===== src/rtl/counter_seq_pkg.sv =====
// Shared types for the counter sequencer: FSM state encoding and command opcodes.
package counter_seq_pkg;

  localparam int CMD_W = 2;

  typedef enum logic [1:0] {
    S_IDLE  = 2'd0,
    S_RUN   = 2'd1,
    S_PAUSE = 2'd2,
    S_DONE  = 2'd3
  } state_e;

  typedef enum logic [CMD_W-1:0] {
    OP_START  = 2'd0,
    OP_PAUSE  = 2'd1,
    OP_RESUME = 2'd2,
    OP_ABORT  = 2'd3
  } cmd_op_e;

endpackage


===== src/rtl/counter_core.sv =====
// WIDTH-bit up counter with asynchronous clear, synchronous zero (priority) and count enable.
module counter_core #(
  parameter int WIDTH = 4
) (
  input  logic             clock,
  input  logic             clear,
  input  logic             zero,
  input  logic             en,
  output logic [WIDTH-1:0] q
);

  logic [WIDTH-1:0] cnt_q;
  logic [WIDTH-1:0] cnt_d;

  // Next count: zero beats enable
  always_comb begin
    cnt_d = cnt_q;
    if (zero) begin
      cnt_d = {WIDTH{1'b0}};
    end else if (en) begin
      cnt_d = cnt_q + {{(WIDTH-1){1'b0}}, 1'b1};
    end else begin
      cnt_d = cnt_q;
    end
  end

  // Count register
  always_ff @(posedge clock or posedge clear) begin
    if (clear) begin
      cnt_q <= {WIDTH{1'b0}};
    end else begin
      cnt_q <= cnt_d;
    end
  end

  assign q = cnt_q;

endmodule


===== src/rtl/counter_sequencer.sv =====
// Command-driven sequencer for an up counter (one-shot / auto-reload, pause/resume/abort).
// Optional tick prescaler enabled by defining COUNTER_PRESCALE_EN.
module counter_sequencer
  import counter_seq_pkg::*;
#(
  parameter int WIDTH = 4
`ifdef COUNTER_PRESCALE_EN
  ,
  parameter int PRESCALE = 4
`endif
) (
  input  logic             clock,
  input  logic             clear,
  input  logic             cmd_valid,
  output logic             cmd_ready,
  input  logic [CMD_W-1:0] cmd_op,
  input  logic [WIDTH-1:0] cmd_limit,
  input  logic             cmd_reload,
  output logic [WIDTH-1:0] q,
  output logic             busy,
  output logic             done,
  output logic [1:0]       state_o
);

  state_e           state_q, state_d;
  logic [WIDTH-1:0] limit_q, limit_d;
  logic             reload_q, reload_d;
  logic             done_q, done_d;
  logic             busy_q, busy_d;
  logic             ready_q, ready_d;

  logic             accept_s;
  cmd_op_e          op_s;
  logic             tick_s;
  logic             terminal_s;
  logic             cnt_zero_s;
  logic             cnt_en_s;
  logic [WIDTH-1:0] cnt_s;

  assign accept_s   = cmd_valid & ready_q;
  assign op_s       = cmd_op_e'(cmd_op);
  assign terminal_s = (cnt_s == limit_q);

`ifdef COUNTER_PRESCALE_EN
  localparam int PW = (PRESCALE > 1) ? $clog2(PRESCALE) : 1;

  logic [PW-1:0] presc_q, presc_d;
  logic          presc_clr_s;

  // Prescaler: restarts on START/RESUME/ABORT, free-runs in RUN, holds in PAUSE
  always_comb begin
    presc_clr_s = accept_s && ((op_s == OP_START) ||
                               ((op_s == OP_RESUME) && (state_q == S_PAUSE)) ||
                               ((op_s == OP_ABORT) && (state_q != S_IDLE)));
    tick_s      = (state_q == S_RUN) && (presc_q == PW'(PRESCALE - 1));
    presc_d     = presc_q;
    if (presc_clr_s) begin
      presc_d = {PW{1'b0}};
    end else if (state_q == S_RUN) begin
      presc_d = tick_s ? {PW{1'b0}} : (presc_q + PW'(1));
    end else if (state_q == S_PAUSE) begin
      presc_d = presc_q;
    end else begin
      presc_d = {PW{1'b0}};
    end
  end

  // Prescaler register
  always_ff @(posedge clock or posedge clear) begin
    if (clear) begin
      presc_q <= {PW{1'b0}};
    end else begin
      presc_q <= presc_d;
    end
  end
`else
  // Every RUN clock is a tick
  always_comb begin
    tick_s = (state_q == S_RUN);
  end
`endif

  // Next-state and counter control; an accepted effective command overrides a tick
  always_comb begin
    state_d    = state_q;
    limit_d    = limit_q;
    reload_d   = reload_q;
    done_d     = 1'b0;
    cnt_zero_s = 1'b0;
    cnt_en_s   = 1'b0;
    case (state_q)
      S_IDLE: begin
        if (accept_s && (op_s == OP_START)) begin
          limit_d    = cmd_limit;
          reload_d   = cmd_reload;
          cnt_zero_s = 1'b1;
          state_d    = S_RUN;
        end else begin
          state_d = S_IDLE;
        end
      end
      S_RUN: begin
        if (accept_s && (op_s == OP_START)) begin
          limit_d    = cmd_limit;
          reload_d   = cmd_reload;
          cnt_zero_s = 1'b1;
        end else if (accept_s && (op_s == OP_PAUSE)) begin
          state_d = S_PAUSE;
        end else if (accept_s && (op_s == OP_ABORT)) begin
          cnt_zero_s = 1'b1;
          state_d    = S_IDLE;
        end else if (tick_s) begin
          if (terminal_s && reload_q) begin
            cnt_zero_s = 1'b1;
            done_d     = 1'b1;
          end else if (terminal_s) begin
            done_d  = 1'b1;
            state_d = S_DONE;
          end else begin
            cnt_en_s = 1'b1;
          end
        end else begin
          state_d = S_RUN;
        end
      end
      S_PAUSE: begin
        if (accept_s && (op_s == OP_START)) begin
          limit_d    = cmd_limit;
          reload_d   = cmd_reload;
          cnt_zero_s = 1'b1;
          state_d    = S_RUN;
        end else if (accept_s && (op_s == OP_RESUME)) begin
          state_d = S_RUN;
        end else if (accept_s && (op_s == OP_ABORT)) begin
          cnt_zero_s = 1'b1;
          state_d    = S_IDLE;
        end else begin
          state_d = S_PAUSE;
        end
      end
      S_DONE: begin
        state_d = S_IDLE;
      end
      default: begin
        state_d = S_IDLE;
      end
    endcase
    busy_d  = (state_d == S_RUN) || (state_d == S_PAUSE);
    ready_d = (state_d != S_DONE);
  end

  // Control and output registers
  always_ff @(posedge clock or posedge clear) begin
    if (clear) begin
      state_q  <= S_IDLE;
      limit_q  <= {WIDTH{1'b0}};
      reload_q <= 1'b0;
      done_q   <= 1'b0;
      busy_q   <= 1'b0;
      ready_q  <= 1'b1;
    end else begin
      state_q  <= state_d;
      limit_q  <= limit_d;
      reload_q <= reload_d;
      done_q   <= done_d;
      busy_q   <= busy_d;
      ready_q  <= ready_d;
    end
  end

  counter_core #(
    .WIDTH(WIDTH)
  ) u_core (
    .clock(clock),
    .clear(clear),
    .zero (cnt_zero_s),
    .en   (cnt_en_s),
    .q    (cnt_s)
  );

  assign q         = cnt_s;
  assign busy      = busy_q;
  assign done      = done_q;
  assign cmd_ready = ready_q;
  assign state_o   = state_q;

endmodule


===== config.mk =====
export PLATFORM = sky130hd
export DESIGN_NAME = counter_sequencer
export DESIGN_NICKNAME = d
export VERILOG_FILES = /design/src/rtl/counter_seq_pkg.sv /design/src/rtl/counter_core.sv /design/src/rtl/counter_sequencer.sv
export SDC_FILE = /design/constraint.sdc
export NUM_CORES = 1
export LEC_CHECK = 0
export CORE_MARGIN = 3
export CORE_UTILIZATION = 52
export CTS_CLUSTER_DIAMETER = 100
export DETAILED_ROUTE_END_ITERATION = 7
export PLACE_DENSITY = 0.86
export SKIP_LAST_GASP = 1
export SYNTH_ARGS = -nofsm -noshare
export SYNTH_HDL_FRONTEND = slang
export SYNTH_SLANG_ARGS = --single-unit

===== constraint.sdc =====
create_clock -name clock -period 4.78 [get_ports clock]
set_input_delay 0.956 -clock clock [delete_from_list [all_inputs] [get_ports clock]]
set_output_delay 0.956 -clock clock [all_outputs]
set_load 0.02 [all_outputs]

Word level (Yosys, flattened, before mapping)

Index checks and enable logic that the tools add are counted.

Input port bits: 10
Bits in read-only memories: 0
Memories: 0
RAM bits: 0
Register bits: 14
Bits in latches: 0

Shifts and indexed selects: 0
Bitwise logic cells: 1
Reductions and logical operators: 11
Multiply operators: 0
Divide/modulo/power cells: 0
$lt $le $gt $ge: 0
Equality and inequality tests: 10
Muxes and demuxes: 33
Add/sub/neg operators: 1

Operator list:

| kind                                                                   | number |
|---|---|
| 1-bit 2-to-1 mux                                                       | 21 |
| 2-bit 2-to-1 mux                                                       | 8 |
| 2-bit equality test (second input constant)                            | 5 |
| 4-bit 2-to-1 mux                                                       | 2 |
| 2-bit one-hot mux with 4 select lines                                  | 1 |
| 2-bit by 1-bit equality test with 1-bit output (second input constant) | 3 |
| 1-bit logical AND                                                      | 5 |
| 4-bit by 1-bit adder with 4-bit output (second input constant)         | 1 |
| 4-bit equality test                                                    | 1 |
| 2-bit logical NOT                                                      | 2 |
| 1-bit one-hot mux with 3 select lines                                  | 1 |
| 3-bit OR reduction                                                     | 1 |
| 2-bit != test (second input constant)                                  | 1 |
| 2-bit AND reduction                                                    | 1 |
| 2-bit nonzero test                                                     | 1 |
| 1-bit AND                                                              | 1 |
| 1-bit logical OR                                                       | 1 |

Longest topological paths before layout

Gate-level depths: netlist of run 1.

Depth in word-level cells: 9
Mapped depth: 7

Modules after synthesis

A second synthesis of run 1 with hierarchy kept.

Cells, all modules: 78
Area total of the unflattened synthesis: 828.3 µm²

By module, submodules not included:

| module            | area each (µm²) | cells an instance | seq. area each (µm²) | instances |
|---|---|---|---|---|
| counter_sequencer | 631.9           | 61                | 251.5                | 1 |
| counter_core      | 196.4           | 17                | 100.1                | 1 |

Worst setup path before layout of run 1

No wires, ideal clock.

Path type: input -> register
Start point: input cmd_op[0]
End point: register u_core.cnt_q[2], in the netlist u_core.q[2]
Setup slack: 2.648 ns
Path buffers: 0
Required time: 4.644 ns
Arrival: 1.997 ns
Library setup time: 0.136 ns
Cell stages on the path: 4
Cell sequence: nand3b_1 -> nor3_1 -> a221o_2 -> a22oi_1

Cells in the longest elaborated chain, start to end: 7
Elaborated cells on any way between the ends: 22
Those cells by class: eq/ne: 3; mux: 13; reduce/logical: 6

Ends and longest elaborated chain:

| what                                                                             | RTL line                                           | RTL |
|---|---|---|
| from (decl)                                                                      | counter_sequencer.sv:16                            | `input logic [CMD_W-1:0] cmd_op,` |
| 2-bit equality test                                                              | counter_sequencer.sv:109, counter_sequencer.sv:134 |  |
| 1-bit logical AND                                                                | counter_sequencer.sv:109, counter_sequencer.sv:134 |  |
| 1-bit 2-to-1 mux, on equally long branches                                       | counter_sequencer.sv:134, counter_sequencer.sv:109 |  |
| 1-bit 2-to-1 mux, on equally long branches                                       | counter_sequencer.sv:132, counter_sequencer.sv:107 |  |
| 1-bit 2-to-1 mux, on equally long branches                                       | counter_sequencer.sv:127, counter_sequencer.sv:103 |  |
| 1-bit one-hot mux with 3 select lines / 1-bit 2-to-1 mux (equally long branches) | counter_sequencer.sv:91                            | `case (state_q)` |
| 4-bit 2-to-1 mux / 2-bit nonzero test (equally long branches)                    | n/a                                                |  |
| to (signal assigned)                                                             | counter_core.sv:30                                 | `cnt_q <= {WIDTH{1'b0}};` |
| to (signal assigned)                                                             | counter_core.sv:32                                 | `cnt_q <= cnt_d;` |
| to (decl)                                                                        | counter_core.sv:12                                 | `logic [WIDTH-1:0] cnt_q;` |

Parallel ways exist; a longest one is shown, timed or not.
A chain may end at the register's enable or synchronous reset.

Worst setup path after layout of run 1

Start point: input cmd_op[0]
End point: register u_core.cnt_q[0], in the netlist u_core.q[0]

Same word-level chain as after synthesis.

==> metrics.cfg, run 1 <==
[cts]
cts_root_buf=clkbuf_4
clock_latency_ns=0.29
path_clk_slew_ns=0.09
post-cts-setup-buffers=0
cts_hold_buf=0
clockBufferDepth=2
cts_resized=0
cts_tree=yes
cts_buffers=3
clock_sinks=14
ctsHtreeMaxLevel=1

[power]
internal-power_mw=0.240
pwr-share-comb_pct=31.2
leakagePower_nw=0.457
seqPwrFrac_pct=44.3
p_switching_mw=0.118
swShare_pct=33.1
clockPowerShare_pct=24.5
power_density_nw_per_um2=337
vdd_drop_max_uv=200

[floorplan]
chipWidth_um=46.2
ioPinCount=19
start_util_pct=59.9
num_rows=13
dieArea_sq_um=2130
core-area_sq_um=1400
die_height_um=46.2

[grt]
grt_pass1_vias=706
grt_max_degree=15
grt_overflow=0
grt_pass1_wl_mm=3.19
antenna_found_initial=0
grt_usage_pct=21.0

[sta]
skew_ns=0.00416
setup_viol=0
period_needed_ns=2.57
worstMarginPinSlew_ns=0.767
final_hold_viol_count=0
period_share_pct=53.7
maxSlewHeadroom_pct=48.5
report.final.slew_viol_count=0
setup_slack_ns=2.21
fmaxAchievable_ghz=0.390
grt_setup_unrepaired=no
fin_tns_setup_ns=0

[logic_synthesis]
syn_nets=94
synthTopCellsByArea=dfrtp_1 39%, ha_1 10%, mux2_2 6.7%
ys_types=33
post-synth-top-area-cell=dfrtp_1
ys.flop_type=dfrtp_1
ys_ff_latch=14
synth_top_area_share_pct=38.8
syn_inst=77
synth-edff-count=0
yosys-top-cells-count=13 x dfrtp_1, 7 x ha_1, 6 x inv_1
avgSynthCellArea_sq_um=10.9
synthArstFlopShare_pct=100
yosysMostFrequentCell=dfrtp_1
yosysSeqAreaShare_pct=41.9
syn_area_sq_um=838
yosysWarningCount=0

[worst_setup_path]
crit_type=input port to flop
critical_path.startpoint=cmd_op[0]
critical_path_required_ns=4.95
setup.worst_path.end_class=flop
worstPathMaxFanout=6
worstPathArrival_ns=2.73
startpoint_type=input port
r2r-start=cmd_ready

[layout]
diodes=0
nets=116
fin_util_pct=75.9
drive_above_1_share_pct=17.3
area_delta_synth_final_pct=26.7
fin_cells=113
design_area_sq_um=1060

[route]
dr.pass1.iters=4
wirelength_mm=1.85
drc=0
routed_via_density=6.15
wl_per_cell_um=16.3
vias=695
drtIter0Drc=22
ant_nets=0

[place]
globalplace.congestion=0.871
dpl.cell_count=109
dp_slack_ns=1.91
placed_area_sq_um=1030
port_buffers=18
hpwl_mm=1.41

[status]
run_status=completed

[hold_path]
hold_start=limit_q[1]
min-delay-path-class=flop to flop

[job]
cap_violations=0

-- power by group through the flow --
stage	Sequential, mW	Combinational, mW	Clock (mW)
5_1_grt	0.161	0.124	0.0923
2_1_floorplan	0.165	0.0653	0
4_1_cts	0.158	0.112	0.0869
6_report	0.159	0.112	0.0877
3_5_place_dp	0.160	0.111	0
3_3_place_gp	0.159	0.107	0
-- sequential cells by signal (all words and copies together) (netlist names) --
name	count
limit_q	4
u_core.q	4
state_o	2
busy	1
cmd_ready	1
done	1
reload_q	1
-- through the flow --
stage / hold slack, ns / power [mW]
6_report: 0.547 / 0.358
3_5_place_dp: 0.535 / 0.271
3_3_place_gp: 0.516 / 0.266
2_1_floorplan: 0.502 / 0.230
4_1_cts: 0.555 / 0.357
5_1_grt: 0.571 / 0.377
-- placed cells by master, fill, tap and decap left out, types with 2 or more instances in the layout --
cell             synthesis  routed
clkbuf_4                 0       3
inv_1                    6       6
ha_1                     7       7
a21oi_1                  4       4
nor2_1                   4       4
o22ai_1                  2       2
o21ai_0                  2       2
clkdlybuf4s50_1          0      18
xnor2_1                  4       4
mux2_2                   5       5
nor4_1                   2       2
nand3_1                  2       2
a22oi_1                  3       3
nand3b_1                 2       2
dfrtp_1                 13      13
o31ai_1                  2       2
-- final timing paths --
| path | to | slack [ns] | cells after the start |
|---|---|---|---|
| max | u_core.q[0] | 2.21 | 5 |
| min | limit_q[1] | 0.55 | 1 |
| max reg2reg | busy | 2.87 | 5 |
| min reg2reg | limit_q[1] | 0.55 | 1 |
| max in group asynchronous | cmd_ready | 3.38 | 2 |
| min in group asynchronous | limit_q[0] | 1.03 | 2 |
-- critical path, cell delays in order --
cell and delay (ns):
clkdlybuf4s50_1 0.46, nand3b_1 0.24, nor3_1 0.62, a221o_2 0.35, a22oi_1 0.09
-- final cells by class --
type                            instances  area [sq um]
Sequential cell                        14           352
Inverter                                6          22.5
Fill cell                              99           337
Multi-Input combinational cell         56           453
Clock buffer                            4          36.3
Tap cell                               15          18.8
Timing Repair Buffer                   18           180
-- logic make-up after synthesis --
kind of cell             Yosys count  share of synthesized area, %
AO/OA/AOI/OAI                     17                          14.2
XOR/XNOR                           4                          4.18
adder cells (fa/ha/maj)            7                          10.4
buffers and inverters              7                          4.03
flip-flops                        14                          41.9
multiplexers                       6                          7.91
AND/OR/NAND/NOR                   22                          17.3
-- routing by layer --
metal  vias up  share of wire [%]  GRT usage [%]
li1        328                  -              -
met1       338                 44           24.2
met2        24                 50           38.2
met3         5                4.2           3.91
met4         0                1.6           6.82
met5         -                  0              0
Note: power is estimated with default switching activity, not from simulation.
==> run 2, diff against run 1 <==
--- a/config.mk
+++ b/config.mk
@@ -6,10 +6,10 @@
 export NUM_CORES = 1
 export LEC_CHECK = 0
 export CORE_MARGIN = 3
-export CORE_UTILIZATION = 52
+export CORE_UTILIZATION = 48
 export CTS_CLUSTER_DIAMETER = 100
 export DETAILED_ROUTE_END_ITERATION = 7
-export PLACE_DENSITY = 0.86
+export PLACE_DENSITY = 0.81
 export SKIP_LAST_GASP = 1
 export SYNTH_ARGS = -nofsm -noshare
 export SYNTH_HDL_FRONTEND = slang
==> constraint.sdc (replaced) <==
create_clock -name clock -period 2.6 [get_ports clock]
set_input_delay 0.52 -clock clock [delete_from_list [all_inputs] [get_ports clock]]
set_output_delay 0.52 -clock clock [all_outputs]
set_load 0.02 [all_outputs]
==> run 2 against run 1 <==
First-iteration DRC count down 14%. Global-route usage decreased by 2.2 points. Final area shrank 0.12%. Critical path depth grew 1. Power is 74% higher. Sequential share of layout area about the same. Critical path type unchanged.
==> metrics.cfg, run 2 (same netlist as run 1, synthesis figures left out) <==
[worst_setup_path]
crit_type=input port to flop
path_cells=clkdlybuf4s50_1 -> nor4bb_1 -> nor2_1 -> a21oi_1 -> o22ai_1 -> ha_1
setup.worst_path.end_class=flop
path_delay_family=simple AND/OR/NAND/NOR gates
worstPathMaxFanout=4  ; -2
worstPathArrival_ns=2.15  ; -0.58 ns
critical_path_required_ns=2.76  ; -2.19 ns
startpoint_type=input port
slowest_delay_ns=0.51  ; -0.11 ns
reg2reg_depth=5  ; unchanged
crit_slowest_cell=nor4bb_1
regToRegSetupSlack_ns=0.69  ; -2.18 ns
path_buf_inv=1  ; unchanged
r2r-start=u_core.q[0]
worstReg2RegEnd=busy

[hold_path]
hold_depth=1  ; unchanged
min-delay-path-class=flop to flop
min_to=limit_q[1]
hold_start=limit_q[1]

[cts]
cts_resized=0  ; unchanged
cts_root_buf=clkbuf_4
clockBufferDepth=2  ; unchanged
clock_sinks=14  ; unchanged
post-cts-setup-buffers=0  ; unchanged
clock_latency_ns=0.28  ; about the same
cts_buffers=3  ; unchanged
ctsHtreeMaxLevel=1  ; unchanged
cts_tree=yes
cts_hold_buf=0  ; unchanged
path_clk_slew_ns=0.08  ; about the same

[sta]
period_share_pct=76.6
skew_ns=0.0111  ; +0.00699 ns
setup_slack_ns=0.609  ; -1.60 ns
setup_viol=0  ; unchanged
report.final.slew_viol_count=0  ; unchanged
final_hold_viol_count=0  ; unchanged
worstMarginPinSlew_ns=0.547  ; -0.221 ns
period_needed_ns=1.99
hold_slack_ns=0.541  ; -0.00520 ns
grt_setup_unrepaired=no
fin_tns_setup_ns=0  ; unchanged
maxSlewHeadroom_pct=63.3  ; +15 points
fmaxAchievable_ghz=0.502

[place]
globalplace.congestion=0.892  ; +2.5%
dp_slack_ns=0.336  ; -1.57 ns
port_buffers=18  ; unchanged
dpl.cell_count=111  ; +1.8%
placed_area_sq_um=1030  ; +0.85%
hpwl_mm=1.31  ; -7.2%

[route]
drc=0  ; unchanged
ant_nets=0  ; unchanged
wl_per_cell_um=15.0  ; -8.1%
routed_via_density=5.94  ; -3.4%
dr.pass1.iters=4  ; unchanged
vias=683  ; -1.7%
wirelength_mm=1.73  ; -6.4%
drtIter0Drc=19  ; -14%

[layout]
area_delta_synth_final_pct=26.6
drive_above_1_share_pct=17.2  ; -0.18 points
nets=117  ; +0.86%
fin_cells=115  ; +1.8%
layout_common_cells=18 x clkdlybuf4s50_1, 13 x dfrtp_1, 7 x ha_1
final_common_cell=clkdlybuf4s50_1
fin_util_pct=67.3  ; -8.6 points
design_area_sq_um=1060  ; -0.12%
diodes=0  ; unchanged

[power]
leakagePower_nw=0.456  ; -0.16%
vdd_drop_max_uv=314  ; +57%
total_power_mw=0.623  ; +74%
power_density_nw_per_um2=587  ; +74%

[floorplan]
core-area_sq_um=1580  ; +13%
dieArea_sq_um=2280  ; +7.2%
start_util_pct=53.2  ; -6.8 points
die_height_um=47.8  ; +3.6%
chipWidth_um=47.8  ; +3.6%
ioPinCount=19  ; unchanged
num_rows=14  ; +1

[grt]
grt_pass1_vias=671  ; -5.0%
grt_pass1_wl_mm=2.94  ; -7.8%
grt_overflow=0  ; unchanged
antenna_found_initial=0  ; unchanged
grt_max_degree=15  ; unchanged
grt_usage_pct=18.8  ; -2.2 points

[status]
run_status=completed

[job]
cap_violations=0  ; unchanged

[run 2: where the power goes]
| group | switching, mW | internal (mW) | total [mW] |
|---|---|---|---|
| combinational | 0.0992 | 0.106 | 0.206 |
| clock | 0.0698 | 0.0595 | 0.129 |
| sequential | 0.0388 | 0.249 | 0.288 |
| total | 0.208 | 0.415 | 0.623 |
[run 2: how the worst max path moves through the flow]
| stage | start | endpoint | slack, ns | cells after the start |
|---|---|---|---|---|
| after floorplan | state_o[0] | u_core.q[0] | 0.77 | 5 |
| after global placement | cmd_op[0] | busy | 0.41 | 6 |
| after detailed placement | cmd_valid | busy | 0.34 | 6 |
| after CTS | cmd_ready | cmd_ready | 0.62 | 1 |
| after global routing | cmd_valid | busy | 0.50 | 6 |
| final | cmd_op[0] | busy | 0.61 | 6 |
[run 2: final cells by class]
| class | instances | area (sq um) |
|---|---|---|
| multi-input combinational | 56 | 453 |
| sequential | 14 | 352 |
| tap | 16 | 20.0 |
| inverter | 6 | 22.5 |
| timing repair buffer | 19 | 188 |
| clock buffer | 4 | 26.3 |
| fill | 123 | 515 |
[run 2: routing by layer]
layer | routed length (um) | share of wire [%] | vias to the layer above | GRT usage (%)
met5 | 0 | 0 | - | 0
li1 | - | - | 333 | -
met4 | 33 | 1.9 | 0 | 8.06
met1 | 785 | 45 | 322 | 23.1
met2 | 843 | 49 | 20 | 31.1
met3 | 63 | 3.7 | 8 | 4.51
==> run 3, diff against run 2 <==
==> constraint.sdc (replaced) <==
create_clock -name clock -period 2.1 [get_ports clock]
set_input_delay 0.42 -clock clock [delete_from_list [all_inputs] [get_ports clock]]
set_output_delay 0.42 -clock clock [all_outputs]
set_load 0.02 [all_outputs]
==> run 3 against run 2 <==
Cell count increased by 0.87%. Critical path depth fell by 1. Core utilization up 0.48 points. Die area unchanged. Hold slack worse by 0.059 ns. Setup slack worse by 0.41 ns. Final area up 0.71%. Register-to-register slack worse by 0.49 ns. Critical path type is now flop to flop. Largest power group unchanged.
==> metrics.cfg, run 3 (same netlist as run 1, synthesis figures left out) <==
[cts]
clock_latency_ns=0.27  ; about the same
ctsHtreeMaxLevel=1  ; unchanged
cts_buffers=3  ; unchanged
cts_resized=0  ; unchanged
cts_hold_buf=0  ; unchanged
post-cts-setup-buffers=0  ; unchanged
clock_sinks=14  ; unchanged
clockBufferDepth=2  ; unchanged
cts_root_buf=clkbuf_4
path_clk_slew_ns=0.09  ; about the same
cts_tree=yes

[power]
vdd_drop_max_uv=420  ; +34%
seqPwrFrac_pct=46.6  ; +0.3 points
swShare_pct=32.9  ; -0.48 points
internal-power_mw=0.515  ; +24%
p_switching_mw=0.252  ; +21%
leakagePower_nw=0.461  ; +1.1%
total_power_mw=0.768  ; +23%
pwr-share-comb_pct=33.4  ; +0.4 points
power_density_nw_per_um2=718  ; +22%
clockPowerShare_pct=20.0  ; -0.7 points

[layout]
register_area_sq_um=352  ; unchanged
diodes=0  ; unchanged
fin_util_pct=67.8  ; +0.48 points
drive_above_1_share_pct=18.0  ; +0.83 points
fin_cells=116  ; +0.87%
multi_input_area_sq_um=453  ; unchanged
layout_common_cells=18 x clkdlybuf4s50_1, 13 x dfrtp_1, 7 x ha_1
final.fill_count=120  ; -2.4%
final_common_cell=clkdlybuf4s50_1
nets=118  ; +0.85%
area_delta_synth_final_pct=27.5

[route]
dr.pass1.iters=4  ; unchanged
vias=707  ; +3.5%
routed_via_density=6.09  ; +2.6%
drtIter0Drc=9  ; -10
ant_nets=0  ; unchanged
wirelength_mm=1.77  ; +2.4%
drc=0  ; unchanged
wl_per_cell_um=15.2  ; +1.6%

[status]
run_status=completed

[worst_setup_path]
reg2reg_depth=5  ; unchanged
worstPathMaxFanout=6  ; +2
critical_path_required_ns=2.25  ; -0.51 ns
slowest_delay_ns=0.46  ; -0.05 ns
path_cells=xnor2_1 -> nand4_1 -> o311a_1 -> nor4_1 -> ha_1
setup.worst_path.end_class=flop
startpoint_type=flop
crit_slowest_cell=dfrtp_1
regToRegSetupSlack_ns=0.20  ; -0.49 ns
crit_type=flop to flop
worstPathArrival_ns=2.06  ; -0.09 ns

[sta]
skew_ns=0.0105  ; -0.000648 ns
final_hold_viol_count=0  ; unchanged
maxSlewHeadroom_pct=61.0  ; -2.3 points
setup_viol=0  ; unchanged
period_share_pct=90.7
report.final.slew_viol_count=0  ; unchanged
fmaxAchievable_ghz=0.525
period_needed_ns=1.90
grt_setup_unrepaired=no
worstMarginPinSlew_ns=0.581  ; +0.0344 ns

[floorplan]
chipWidth_um=47.8  ; unchanged
dieArea_sq_um=2280  ; unchanged
num_rows=14  ; unchanged
die_height_um=47.8  ; unchanged
core-area_sq_um=1580  ; unchanged
start_util_pct=53.2  ; unchanged
ioPinCount=19  ; unchanged

[grt]
grt_usage_pct=18.3  ; -0.47 points
grt_max_degree=15  ; unchanged
grt_pass1_vias=709  ; +5.7%
grt_pass1_wl_mm=2.94  ; unchanged
antenna_found_initial=0  ; unchanged
grt_overflow=0  ; unchanged

[place]
dpl.cell_count=112  ; +0.90%
globalplace.congestion=0.905  ; +1.4%
port_buffers=18  ; unchanged
hpwl_mm=1.39  ; +6.5%

[job]
cap_violations=0  ; unchanged

[hold_path]
min-delay-path-class=input port to asynchronous set/reset pin

## run 3: cell count changes in the layout (fill, tap and decap cells not counted), sizes merged
cell / change
buf: +1
## run 3: path summary, 6_finish.rpt
path                             start         end
setup / recovery           u_core.q[0]        busy
hold / removal                   clear  state_o[0]
setup reg to reg           u_core.q[0]        busy
hold reg to reg             limit_q[0]  limit_q[0]
max in group asynchronous        clear   cmd_ready
min in group clock          limit_q[0]  limit_q[0]
## run 3: cell type report
type,instances,share of cell area (%)
clock buffers,4,2.46
inverters,6,2.11
multi-input cells,56,42.4
flip-flops and latches,14,32.9
well taps,16,1.87
repair buffers,20,18.3
## run 3: per-layer routing
metal,track usage (%),share of wire (%)
met5,0,0
met4,8.06,0.68
met3,3.01,5.3
met2,33.5,51
met1,20.5,43
## run 3: power groups by stage
stage	Clock, mW	Sequential, mW	Combinational [mW]
floorplan	0	0.376	0.149
global placement	0	0.360	0.247
detailed placement	0	0.362	0.256
CTS	0.160	0.357	0.257
global route	0.170	0.363	0.283
finish	0.153	0.358	0.256
## run 3: critical path, delay by kind of cell (launching register included)
family	cells	cell delay, ns
flops	1	0.46
simple gates	2	0.40
compound gates	1	0.38
fa+ha+maj	1	0.28
xor+xnor	1	0.25
## run 3: per-stage QoR
step / hold slack [ns] / setup slack, ns / cell area (sq um) / setup TNS (ns)
after floorplan: 0.309 / 0.270 / 838 / 0
after CTS: 0.501 / 0.162 / 1070 / 0
after global routing: 0.547 / 0.0200 / 1070 / 0
after global placement: 0.512 / 0.0167 / 1040 / 0
after detailed placement: 0.535 / -0.0719 / 1040 / -0.0719
final: 0.482 / 0.195 / 1070 / 0
